$ cat config.mk
export PLATFORM = sky130hd
export DESIGN_NAME = alu_pipe_ctrl
export DESIGN_NICKNAME = d
export VERILOG_FILES = /design/src/rtl/alu_pipe_ctrl.sv
export SDC_FILE = /design/constraint.sdc
export NUM_CORES = 1
export LEC_CHECK = 0
export CORE_ASPECT_RATIO = 0.6
export CORE_MARGIN = 2
export CORE_UTILIZATION = 40
export CTS_CLUSTER_SIZE = 30
export DETAILED_ROUTE_END_ITERATION = 16
export GPL_TIMING_DRIVEN = 0
export HOLD_SLACK_MARGIN = 0.15
export PLACE_DENSITY_LB_ADDON = 0.12
export SKIP_CTS_REPAIR_TIMING = 1
export SYNTH_ARGS = -nofsm -noshare
export SYNTH_HDL_FRONTEND = slang
export SYNTH_SLANG_ARGS = --single-unit
export TNS_END_PERCENT = 1
$ cat constraint.sdc
create_clock -name clk -period 1.91 [get_ports clk]
set_input_delay 0.191 -clock clk [delete_from_list [all_inputs] [get_ports clk]]
set_output_delay 0.191 -clock clk [all_outputs]
set_load 0.05 [all_outputs]
$ cat src/rtl/alu_pipe_ctrl.sv
// -----------------------------------------------------------------------------
// alu_pipe_ctrl
//
// Two-stage valid/ready wrapper around an external combinational 32-bit ALU.
// S1 (issue) registers the operands and select and drives the ALU inputs.
// S2 (writeback) captures the ALU result and flags and presents them
// downstream, holding them stable under backpressure. A wrapping counter
// tracks retired operations.
//
// Optional feature macro: ALU_PIPE_STICKY_EN
//   defined   -> sticky_flags accumulates the OR of every retired flag vector,
//                cleared by clr_sticky (a retire in the same cycle still lands)
//   undefined -> sticky_flags is tied to 0 and clr_sticky is ignored
//
// Parameters
//   CNT_W         width of the retired-operation counter
//
// Ports
//   clk           rising-edge clock
//   rst_n         asynchronous active-low reset
//   in_valid      upstream operation valid
//   in_ready      block can accept an operation (combinational on out_ready)
//   in_a, in_b    operands
//   in_sel        ALU operation select
//   alu_a, alu_b  registered operands to the ALU
//   alu_sel       registered operation select to the ALU
//   alu_out       ALU result
//   alu_flags     ALU flags {underflow, overflow, negative, zero, carry}
//   out_valid     registered result valid
//   out_ready     downstream accepts result
//   out_result    registered result
//   out_flags     registered flags, same packing as alu_flags
//   op_count      retired operations, wraps
//   clr_sticky    clear sticky flags
//   sticky_flags  OR of retired flags
//   busy          any stage occupied
// -----------------------------------------------------------------------------
module alu_pipe_ctrl #(
  parameter int CNT_W = 16
) (
  input  logic             clk,
  input  logic             rst_n,
  input  logic             in_valid,
  output logic             in_ready,
  input  logic [31:0]      in_a,
  input  logic [31:0]      in_b,
  input  logic [3:0]       in_sel,
  output logic [31:0]      alu_a,
  output logic [31:0]      alu_b,
  output logic [3:0]       alu_sel,
  input  logic [31:0]      alu_out,
  input  logic [4:0]       alu_flags,
  output logic             out_valid,
  input  logic             out_ready,
  output logic [31:0]      out_result,
  output logic [4:0]       out_flags,
  output logic [CNT_W-1:0] op_count,
  input  logic             clr_sticky,
  output logic [4:0]       sticky_flags,
  output logic             busy
);

  // Occupancy FSM. The encoding is {s1_valid, s2_valid}, so the valid bits
  // are read straight off the state register.
  //
  //   state | meaning
  //   ------+---------------------------------------------
  //   EMPTY | no operation in flight
  //   HEAD  | result waiting in S2, S1 free
  //   ISSUE | operation in S1 at the ALU, S2 free
  //   FULL  | both stages occupied
  typedef enum logic [1:0] {
    EMPTY = 2'b00,
    HEAD  = 2'b01,
    ISSUE = 2'b10,
    FULL  = 2'b11
  } occ_e;

  occ_e state_q, state_d;

  logic s1_valid;
  logic s2_valid;
  logic adv;
  logic acc;
  logic ret;

  logic [31:0] s1_a_q, s1_a_d;
  logic [31:0] s1_b_q, s1_b_d;
  logic [3:0]  s1_sel_q, s1_sel_d;
  logic [31:0] s2_res_q, s2_res_d;
  logic [4:0]  s2_flg_q, s2_flg_d;

  logic [CNT_W-1:0] op_count_q, op_count_d;

  assign s1_valid = state_q[1];
  assign s2_valid = state_q[0];

  // ---------------------------------------------------------------------------
  // Occupancy state register
  // ---------------------------------------------------------------------------
  always_ff @(posedge clk or negedge rst_n) begin
    if (!rst_n) begin
      state_q <= EMPTY;
    end else begin
      state_q <= state_d;
    end
  end

  // ---------------------------------------------------------------------------
  // Next state and handshake decode
  // ---------------------------------------------------------------------------
  always_comb begin
    state_d  = state_q;
    in_ready = 1'b0;
    adv      = 1'b0;

    case (state_q)
      EMPTY: begin
        in_ready = 1'b1;
        if (in_valid) begin
          state_d = ISSUE;
        end
      end

      HEAD: begin
        // S1 is free, so a new operation can always be taken; the waiting
        // result leaves whenever downstream is ready.
        in_ready = 1'b1;
        case ({in_valid, out_ready})
          2'b11:   state_d = ISSUE;
          2'b10:   state_d = FULL;
          2'b01:   state_d = EMPTY;
          default: state_d = HEAD;
        endcase
      end

      ISSUE: begin
        // S2 is empty, so S1 always advances this cycle.
        in_ready = 1'b1;
        adv      = 1'b1;
        state_d  = in_valid ? FULL : HEAD;
      end

      FULL: begin
        // Only a retire frees S2; S1 then moves up and its slot can be
        // refilled in the same cycle.
        in_ready = out_ready;
        adv      = out_ready;
        if (out_ready) begin
          state_d = in_valid ? FULL : HEAD;
        end
      end

      default: begin
        state_d = EMPTY;
      end
    endcase
  end

  assign acc = in_valid & in_ready;
  assign ret = s2_valid & out_ready;

  // ---------------------------------------------------------------------------
  // Payload registers: they load only on their own handshake and otherwise
  // hold, which keeps S2 stable under backpressure.
  // ---------------------------------------------------------------------------
  always_comb begin
    s1_a_d   = s1_a_q;
    s1_b_d   = s1_b_q;
    s1_sel_d = s1_sel_q;
    s2_res_d = s2_res_q;
    s2_flg_d = s2_flg_q;

    if (acc) begin
      s1_a_d   = in_a;
      s1_b_d   = in_b;
      s1_sel_d = in_sel;
    end

    if (adv) begin
      s2_res_d = alu_out;
      s2_flg_d = alu_flags;
    end
  end

  always_ff @(posedge clk or negedge rst_n) begin
    if (!rst_n) begin
      s1_a_q   <= 32'd0;
      s1_b_q   <= 32'd0;
      s1_sel_q <= 4'd0;
      s2_res_q <= 32'd0;
      s2_flg_q <= 5'd0;
    end else begin
      s1_a_q   <= s1_a_d;
      s1_b_q   <= s1_b_d;
      s1_sel_q <= s1_sel_d;
      s2_res_q <= s2_res_d;
      s2_flg_q <= s2_flg_d;
    end
  end

  // ---------------------------------------------------------------------------
  // Retired-operation counter, wraps naturally at 2^CNT_W
  // ---------------------------------------------------------------------------
  always_comb begin
    op_count_d = op_count_q;
    if (ret) begin
      op_count_d = op_count_q + {{(CNT_W-1){1'b0}}, 1'b1};
    end
  end

  always_ff @(posedge clk or negedge rst_n) begin
    if (!rst_n) begin
      op_count_q <= '0;
    end else begin
      op_count_q <= op_count_d;
    end
  end

  // ---------------------------------------------------------------------------
  // Sticky exception flags
  // ---------------------------------------------------------------------------
`ifdef ALU_PIPE_STICKY_EN
  logic [4:0] sticky_q, sticky_d;

  // Clear is applied before the OR so a flag retiring in the clear cycle
  // survives.
  always_comb begin
    sticky_d = clr_sticky ? 5'd0 : sticky_q;
    if (ret) begin
      sticky_d = sticky_d | s2_flg_q;
    end
  end

  always_ff @(posedge clk or negedge rst_n) begin
    if (!rst_n) begin
      sticky_q <= 5'd0;
    end else begin
      sticky_q <= sticky_d;
    end
  end

  assign sticky_flags = sticky_q;
`else
  logic unused_clr_sticky;

  assign unused_clr_sticky = clr_sticky;
  assign sticky_flags      = 5'd0;
`endif

  // ---------------------------------------------------------------------------
  // Outputs
  // ---------------------------------------------------------------------------
  assign alu_a      = s1_a_q;
  assign alu_b      = s1_b_q;
  assign alu_sel    = s1_sel_q;
  assign out_valid  = s2_valid;
  assign out_result = s2_res_q;
  assign out_flags  = s2_flg_q;
  assign op_count   = op_count_q;
  assign busy       = s1_valid | s2_valid;

endmodule
Word-level counts from Yosys, hierarchy flattened
Cells that the tools add are included.
{ "word_totals": {"ram_bits": 0, "regBits": 123, "romBits": 0, "mem_count": 0, "input_bits": 110, "word_cells": 29, "latch_bits": 0, "output_inout_bits": 129} }
{ "classes": {"n_mux": 7, "div_mod_pow": 0, "n_addsub": 1, "multipliers": 0, "eq_ne": 8, "n_shift": 0, "bitwise": 3, "magnitude_cmp": 0, "reduce_logical": 3} }
{ "op_table": {"columns": ["operator", "n"], "rows": [
  ["16-bit by 1-bit adder with 16-bit output, second input constant", 1],
  ["2-bit == test, second input constant", 4],
  ["2-bit one-hot mux with 4 select lines", 1],
  ["2-bit two-way mux", 3],
  ["2-bit one-hot mux with 3 select lines", 1],
  ["2-bit by 1-bit == test with 1-bit output, second input constant", 2],
  ["2-bit != test, second input constant", 2],
  ["1-bit one-hot mux with 2 select lines", 2],
  ["3-bit OR reduction", 1],
  ["1-bit bitwise AND", 2],
  ["2-bit logical NOT", 1],
  ["2-bit AND reduction", 1],
  ["1-bit OR", 1]
]} }

Longest topological paths before layout
{ "depth": {"word_depth": 4, "depth_mapped": 5, "depth_no_buf": 5} }

Worst setup path before layout
Ideal clock, no wire load.
{ "synth_timing": {"path_type": "register to register", "start": "register state_q[0]", "end": "register s1_a_q[0] (netlist: alu_a[0])", "arrival_ns": 1.943, "n_path_buf": 2, "setup_ns": 0.125, "required_ns": 1.785, "path_stages_with_launch": 6, "path_slack_ns": -0.158, "path_cell_list": "dfrtp_1 > nand3b_2 > nand2_2 > buf_6 > buf_6 > mux2_2"} }
{ "synth_via": {"elab_chain_cells": 4} }
{ "synth_lines": {"columns": ["element", "line_no", "text"], "rows": [
  ["start, declared", "79", "occ_e state_q, state_d;"],
  ["start signal, assigned", "105", "state_q <= state_d;"],
  ["2-bit by 1-bit == test with 1-bit output, or another cell as far along", "117", "case (state_q)"],
  ["3-bit OR reduction (no line)", null, null],
  ["1-bit one-hot mux with 2 select lines (*)", "117", null],
  ["via in_ready", "44", "output logic in_ready,"],
  ["1-bit bitwise AND (*)", "160", "assign acc = in_valid & in_ready;"],
  ["end signal, assigned", "188", "s1_a_q <= 32'd0;"],
  ["end signal, assigned", "194", "s1_a_q <= s1_a_d;"],
  ["end, declared", "87", "logic [31:0] s1_a_q, s1_a_d;"]
]} }
The timed path passes the listed nets; every way through them passes the cells marked *.
A chain may end at the register's enable or synchronous reset.

Final worst setup path
{ "layout_timing": {"start": "register op_count_q[2] (netlist: op_count[2])", "end": "output port op_count[2]"} }
{ "layout_rtl": {"columns": ["element", "line_no", "text"], "rows": [
  ["start, declared", "93", "logic [CNT_W-1:0] op_count_q, op_count_d;"],
  ["start signal, assigned", "216", "op_count_q <= op_count_d;"],
  ["end, declared", "57", "output logic [CNT_W-1:0] op_count,"]
]} }
No word-level cell between the ends.

==> flow_summary.ini <==
[floorplan]
design.core.area_sq_um = 11370
die_w_microns = 144.1
io_pins = 239
start_util = 0.4144
rows = 30
die-area_sq_um = 12700
die_h_microns = 88.08

[route]
avgViaCountPerCell = 4.549
first_pass_iters = 4
ant_nets = 0
wl_per_cell_microns = 16.75
vias = 3298
drt_iter0_markers = 96
routed_wl_microns = 12150
drc = 0

[power_and_ir_drop]
power_mw = 10.11
ir_drop_v = 0.0008086
power.leakage_nw = 3.349
power.density_nw_per_um2 = 1272

[worst_hold_path]
hold_path_class = input pin to asynchronous set/reset pin

[synth]
netlist_instances = 295
synthSimpleGateAreaFrac = 0.03584
synth_area_sq_um = 4713
synth_top_family_by_area = multiplexers
synth_edf_count = 0
yosysWarnings = 0
synth_compound_area_frac = 0
synth_xor_xnor_area_share = 0.02787
synth_cell_types = 22
synth_top_area_share = 0.6530
ys_seq_area_frac = 0.6530
syn_avg_cell_area_sq_um = 15.98
yosysMostFrequentCell = dfrtp_1
yosys.area_share.adder = 0.002655
synthTopCellsByCount = dfrtp_1, mux2_2, xnor2_1
synth-seq-cells = 123
ys.flop_type = dfrtp_1
synth_area_leader_cell = dfrtp_1
synth-async-reset-ratio = 1.000
synth_mux_area_frac = 0.2533
netlist_top_cells_area = dfrtp_1, mux2_2, xnor2_1, buf_4, buf_6

[setup_path]
startpoint = op_count[2]
r2r-start = state_q[0]
cp.required_ps = 1720
critical_path_class = flop to primary output
arrival_ps = 1680
critPathMaxFanout = 5
crit_path_end_kind = primary output
path_delay_family = buffers and inverters
cp_num_buf_inv = 1
crit_slowest_cell = clkdlybuf4s50_1
startpoint_type = flop
max_stage_delay_ps = 840
path_cells = clkdlybuf4s50_1

[final_layout]
nets = 663
area_growth_pct = 68.57
n_antenna_cell = 0
finalInstanceArea_sq_um = 7945
drive_gt1_frac = 0.2832

[global_route]
track_usage = 0.1965
grt_max_degree = 74
antenna_found_initial = 0
grt_pass1_wl_microns = 18650
grt-ovfl-total = 0
first_global_vias = 3539

[cts]
clock_latency_ps = 400
htreeDepth = 4
cts_buffers = 17
root_buffer = clkbuf_16
clkSinkCount = 123
clockBufferDepth = 2
cts_tree = done
clk_pin_slew_ps = 60

[timing]
relSlewSlack = 0.6086
worst_pin_slew_ps = 585.2
skew_ps = 11.86
holdWs_ps = 294.7
max_freq_ghz = 0.5350
hold_viol = 0
rsz0062_at_grt = no
final.setup.worst_slack_ps = 40.99
final_max_slew_viol_count = 0
setup_viol = 0
tns_ps = 0
period_needed_ps = 1869
min_period_over_period = 0.9785

[placement]
gp_congestion = 0.7311
placed_area_sq_um = 7281
port_buffers = 232
pre_cts_ws_ps = -46.61
hpwl_microns = 9109

[status]
status = completed

[job]
drv_cap = 0
metal layers:
metal  up-vias  wire length (microns)  global-route usage
li1       1528                      -                   -
met1      1623                   4861              0.2291
met2       137                   5887              0.3242
met3        10                   1244             0.08748
met4         0                    152             0.07679
met5         -                      0                   0
layout by cell type (no fill, tap or decap), drive strengths merged:
master         instances
nand2b                 3
ha                     1
clkdlybuf4s50        228
dlymetal6s2s           3
nand2                  7
dlygate4sd3            1
dfrtp                123
nor3                   2
clkinv                 4
conb                   5
and2                   1
clkbuf                22
nor2                   5
mux2                 106
or2                    1
buf                   17
bufinv                 4
inv                    3
xor2                   3
nand3b                 1
and3                   1
nand3                  6
clkinvlp               2
nand4                  4
xnor2                 12
through the flow:
stage	instances	util
6_report	725	0.6986
2_1_floorplan	299	-
5_1_grt	725	0.6986
4_1_cts	724	0.6970
3_5_place_dp	692	0.6402
3_3_place_gp	691	0.6376
power breakdown:
part	switching, mW	total, mW	internal (mW)
Sequential	0.269	3.30	3.03
Combinational	2.07	3.35	1.29
Clock	1.14	3.46	2.32
sequential cells by signal, indices dropped and copies added, names as in the netlist:
| name | flops |
|---|---|
| alu_a | 32 |
| alu_b | 32 |
| alu_sel | 4 |
| op_count | 16 |
| out_flags | 5 |
| out_result | 32 |
| state_q | 2 |
kinds of logic after synthesis:
logic type / after synthesis
xor gates and xnor gates: 15
adders and majority gates: 1
buffers and inverters: 18
DFF: 123
muxes: 106
other: 1
and+or+nand+nor: 31
worst paths after layout:
kind / endpoint / slack (ps) / depth (start not counted)
worst min register to register: op_count[13] / 490 / 1
worst min-delay path: alu_a[24] / 290 / 2
worst max-delay path: op_count[2] / 40 / 1
max in group asynchronous: state_q[0] / 880 / 3
min in group clk: alu_b[10] / 400 / 2
worst max register to register: alu_b[25] / 390 / 5
cell type report:
type / instances / area [sq um]
Multi-Input combinational cell: 158 / 1525
Buffer: 15 / 113.9
Sequential cell: 123 / 3079
Timing Repair Buffer: 234 / 2369
Inverter: 3 / 11.26
Clock buffer: 22 / 484.2
Fill cell: 819 / 3428
Clock inverter: 10 / 162.7
Tap cell: 160 / 200.2
Note: power is estimated with default switching activity, not from simulation.
==> RTL change, RTL diff (same settings) <==
Put one more register stage on the output `op_count`, without a reset. The value now appears one clock later. The other outputs are not delayed to match.
--- a/src/rtl/alu_pipe_ctrl.sv
+++ b/src/rtl/alu_pipe_ctrl.sv
@@ -257,7 +257,9 @@
   assign out_valid  = s2_valid;
   assign out_result = s2_res_q;
   assign out_flags  = s2_flg_q;
-  assign op_count   = op_count_q;
+  always_ff @(posedge clk) begin
+    op_count <= op_count_q;
+  end
   assign busy       = s1_valid | s2_valid;
 
 endmodule
Formal check against the unedited RTL: not equivalent (Yosys sat finds a counterexample within 4 cycles, from zero or initial values and one cycle with rst_n low).
==> RTL change against the original RTL <==
Synthesized area rose by 9.4%. Via count increased by 3.7%. Total power up 5.0%. Sequential cell count grew 16. Count of clock-buffer cells in the layout fell by 1. Largest power group is now sequential cells. Worst hold slack lost 95 ps. Routed wire length is 1.8% higher. Largest cell class unchanged. Clock skew shrank 2.9 ps. Worst setup slack improved by 16 ps. Sequential share of layout area is 1.7 points higher. First-iteration DRC count grew 9.4%. Final area up 5.6%.
==> RTL change: results (changes against the original RTL) <==
Synth area leaders: dfrtp_1 (60%), mux2_2 (18%), dfxtp_1 (6.2%), mux2_4 (5.8%), buf_4 (1.7%)
First-pass GRT wire length: 18910 um (+1.4%)
Max FO, Critical Path: 7 (+2)
CP arrival: 1660 ps (-20 ps)
Layout Skew: 8.976 ps (-2.881 ps)
Largest net degree at the start of global routing: 102 (+38%)
Netlist cell types: 28 (+27%)
Flop2flop setup slack: 360 ps (-30 ps)
DR top layer: met5
Cell types with the highest counts after synthesis: dfrtp_1 (123), mux2_2 (83), mux2_4 (20), dfxtp_1 (16), buf_4 (12)
Final-stage net count: 677 (+2.1%)
RR Endpoint: alu_a[16]
Internal Power: 7.090 mW (+6.8%)
Non-Filler Instances: 749 (+3.3%)
Avg Cell Area, Syn: 16.68 um2 (+4.4%)
Relative slew slack: 0.6327 (+0.02413)
Hold WS: 200.0 ps (-94.78 ps)
DR iter-0 viols: 105 (+9.4%)
Antenna violations before repair: 1 (+1)
DRT met1 WL: 4947 um (+1.8%)
Post-DP Area: 7735 um2 (+6.2%)
Aggregate routed wire length: 12370 um (+1.8%)
Met3 WL: 1544 um (+24%)
Dpl hpwl: 9086 um (-0.26%)
Pleak: 3.583 nW (+7.0%)
Met2 Wirelength: 5682 um (-3.5%)
Register area share after synthesis: 0.6592 (+0.006184)
GP Congestion: 0.7346 (+0.48%)
Vias in the first global route: 3549 (+0.28%)
Fillers: 928 (+13%)
Layout cells sized above 1: 0.2694 (-0.01376)
Global Route Usage Sum: 0.1818 (-0.01469)
VDD IR max: 710.6 uV (-12%)
Place WS: -63.55 ps (-16.94 ps)
Synth async-reset ratio: 0.8849 (-0.1151)
Drt via density: 4.566 (+0.38%)
Final core occ: 0.6613 (-0.03729)
Status: finished, final reports clean
==> RTL change: cell count changes after synthesis, moves of 3 or more <==
cell	change
buf_2	-4
buf_4	+4
dfxtp_1	+16
inv_1	-3
mux2_1	+3
mux2_2	-23
mux2_4	+20
nor2_1	-3
==> RTL change: worst max-delay path by stage <==
stage               startpoint         end  slack, ps  depth (start not counted)
floorplan           state_q[0]   alu_a[10]         50                          5
global placement         rst_n  state_q[0]      -4520                          1
detailed placement   out_ready   alu_a[16]        -60                          6
CTS                 state_q[0]        busy       -160                          2
global route        state_q[0]   out_valid         10                          1
finish              state_q[0]   out_valid         60                          1
==> RTL change: cell type report <==
class | count | share of cell area
sequential | 139 | 0.4050
timing repair buffer | 234 | 0.2819
multi-input combinational | 159 | 0.1954
clock buffer | 21 | 0.05367
tap | 170 | 0.02534
clock inverter | 11 | 0.02296
buffer | 15 | 0.01565
==> RTL change: metal layers <==
layer,global-route usage,up-vias
li1,-,1587
met1,0.2143,1666
met2,0.2837,147
met3,0.09453,18
met4,0.06682,2
met5,0,-
==> RTL change: cells by family after synthesis <==
group	share of synthesized area
AND/OR/NAND/NOR	0.04054
XOR/XNOR	0.02548
buffers and inverters	0.02549
adder cells (fa/ha/maj)	0.002427
flip-flops	0.6592
other	0.0007275
multiplexers	0.2461
==> RTL change: power groups by stage <==
stage | Combinational, mW | Clock (mW) | Sequential [mW]
final | 3.35 | 3.56 | 3.71
after global routing | 3.48 | 3.78 | 3.77
after CTS | 3.38 | 3.64 | 3.71
after detailed placement | 3.37 | 0 | 3.76
after global placement | 3.34 | 0 | 3.73
after floorplan | 0.640 | 0 | 5.18
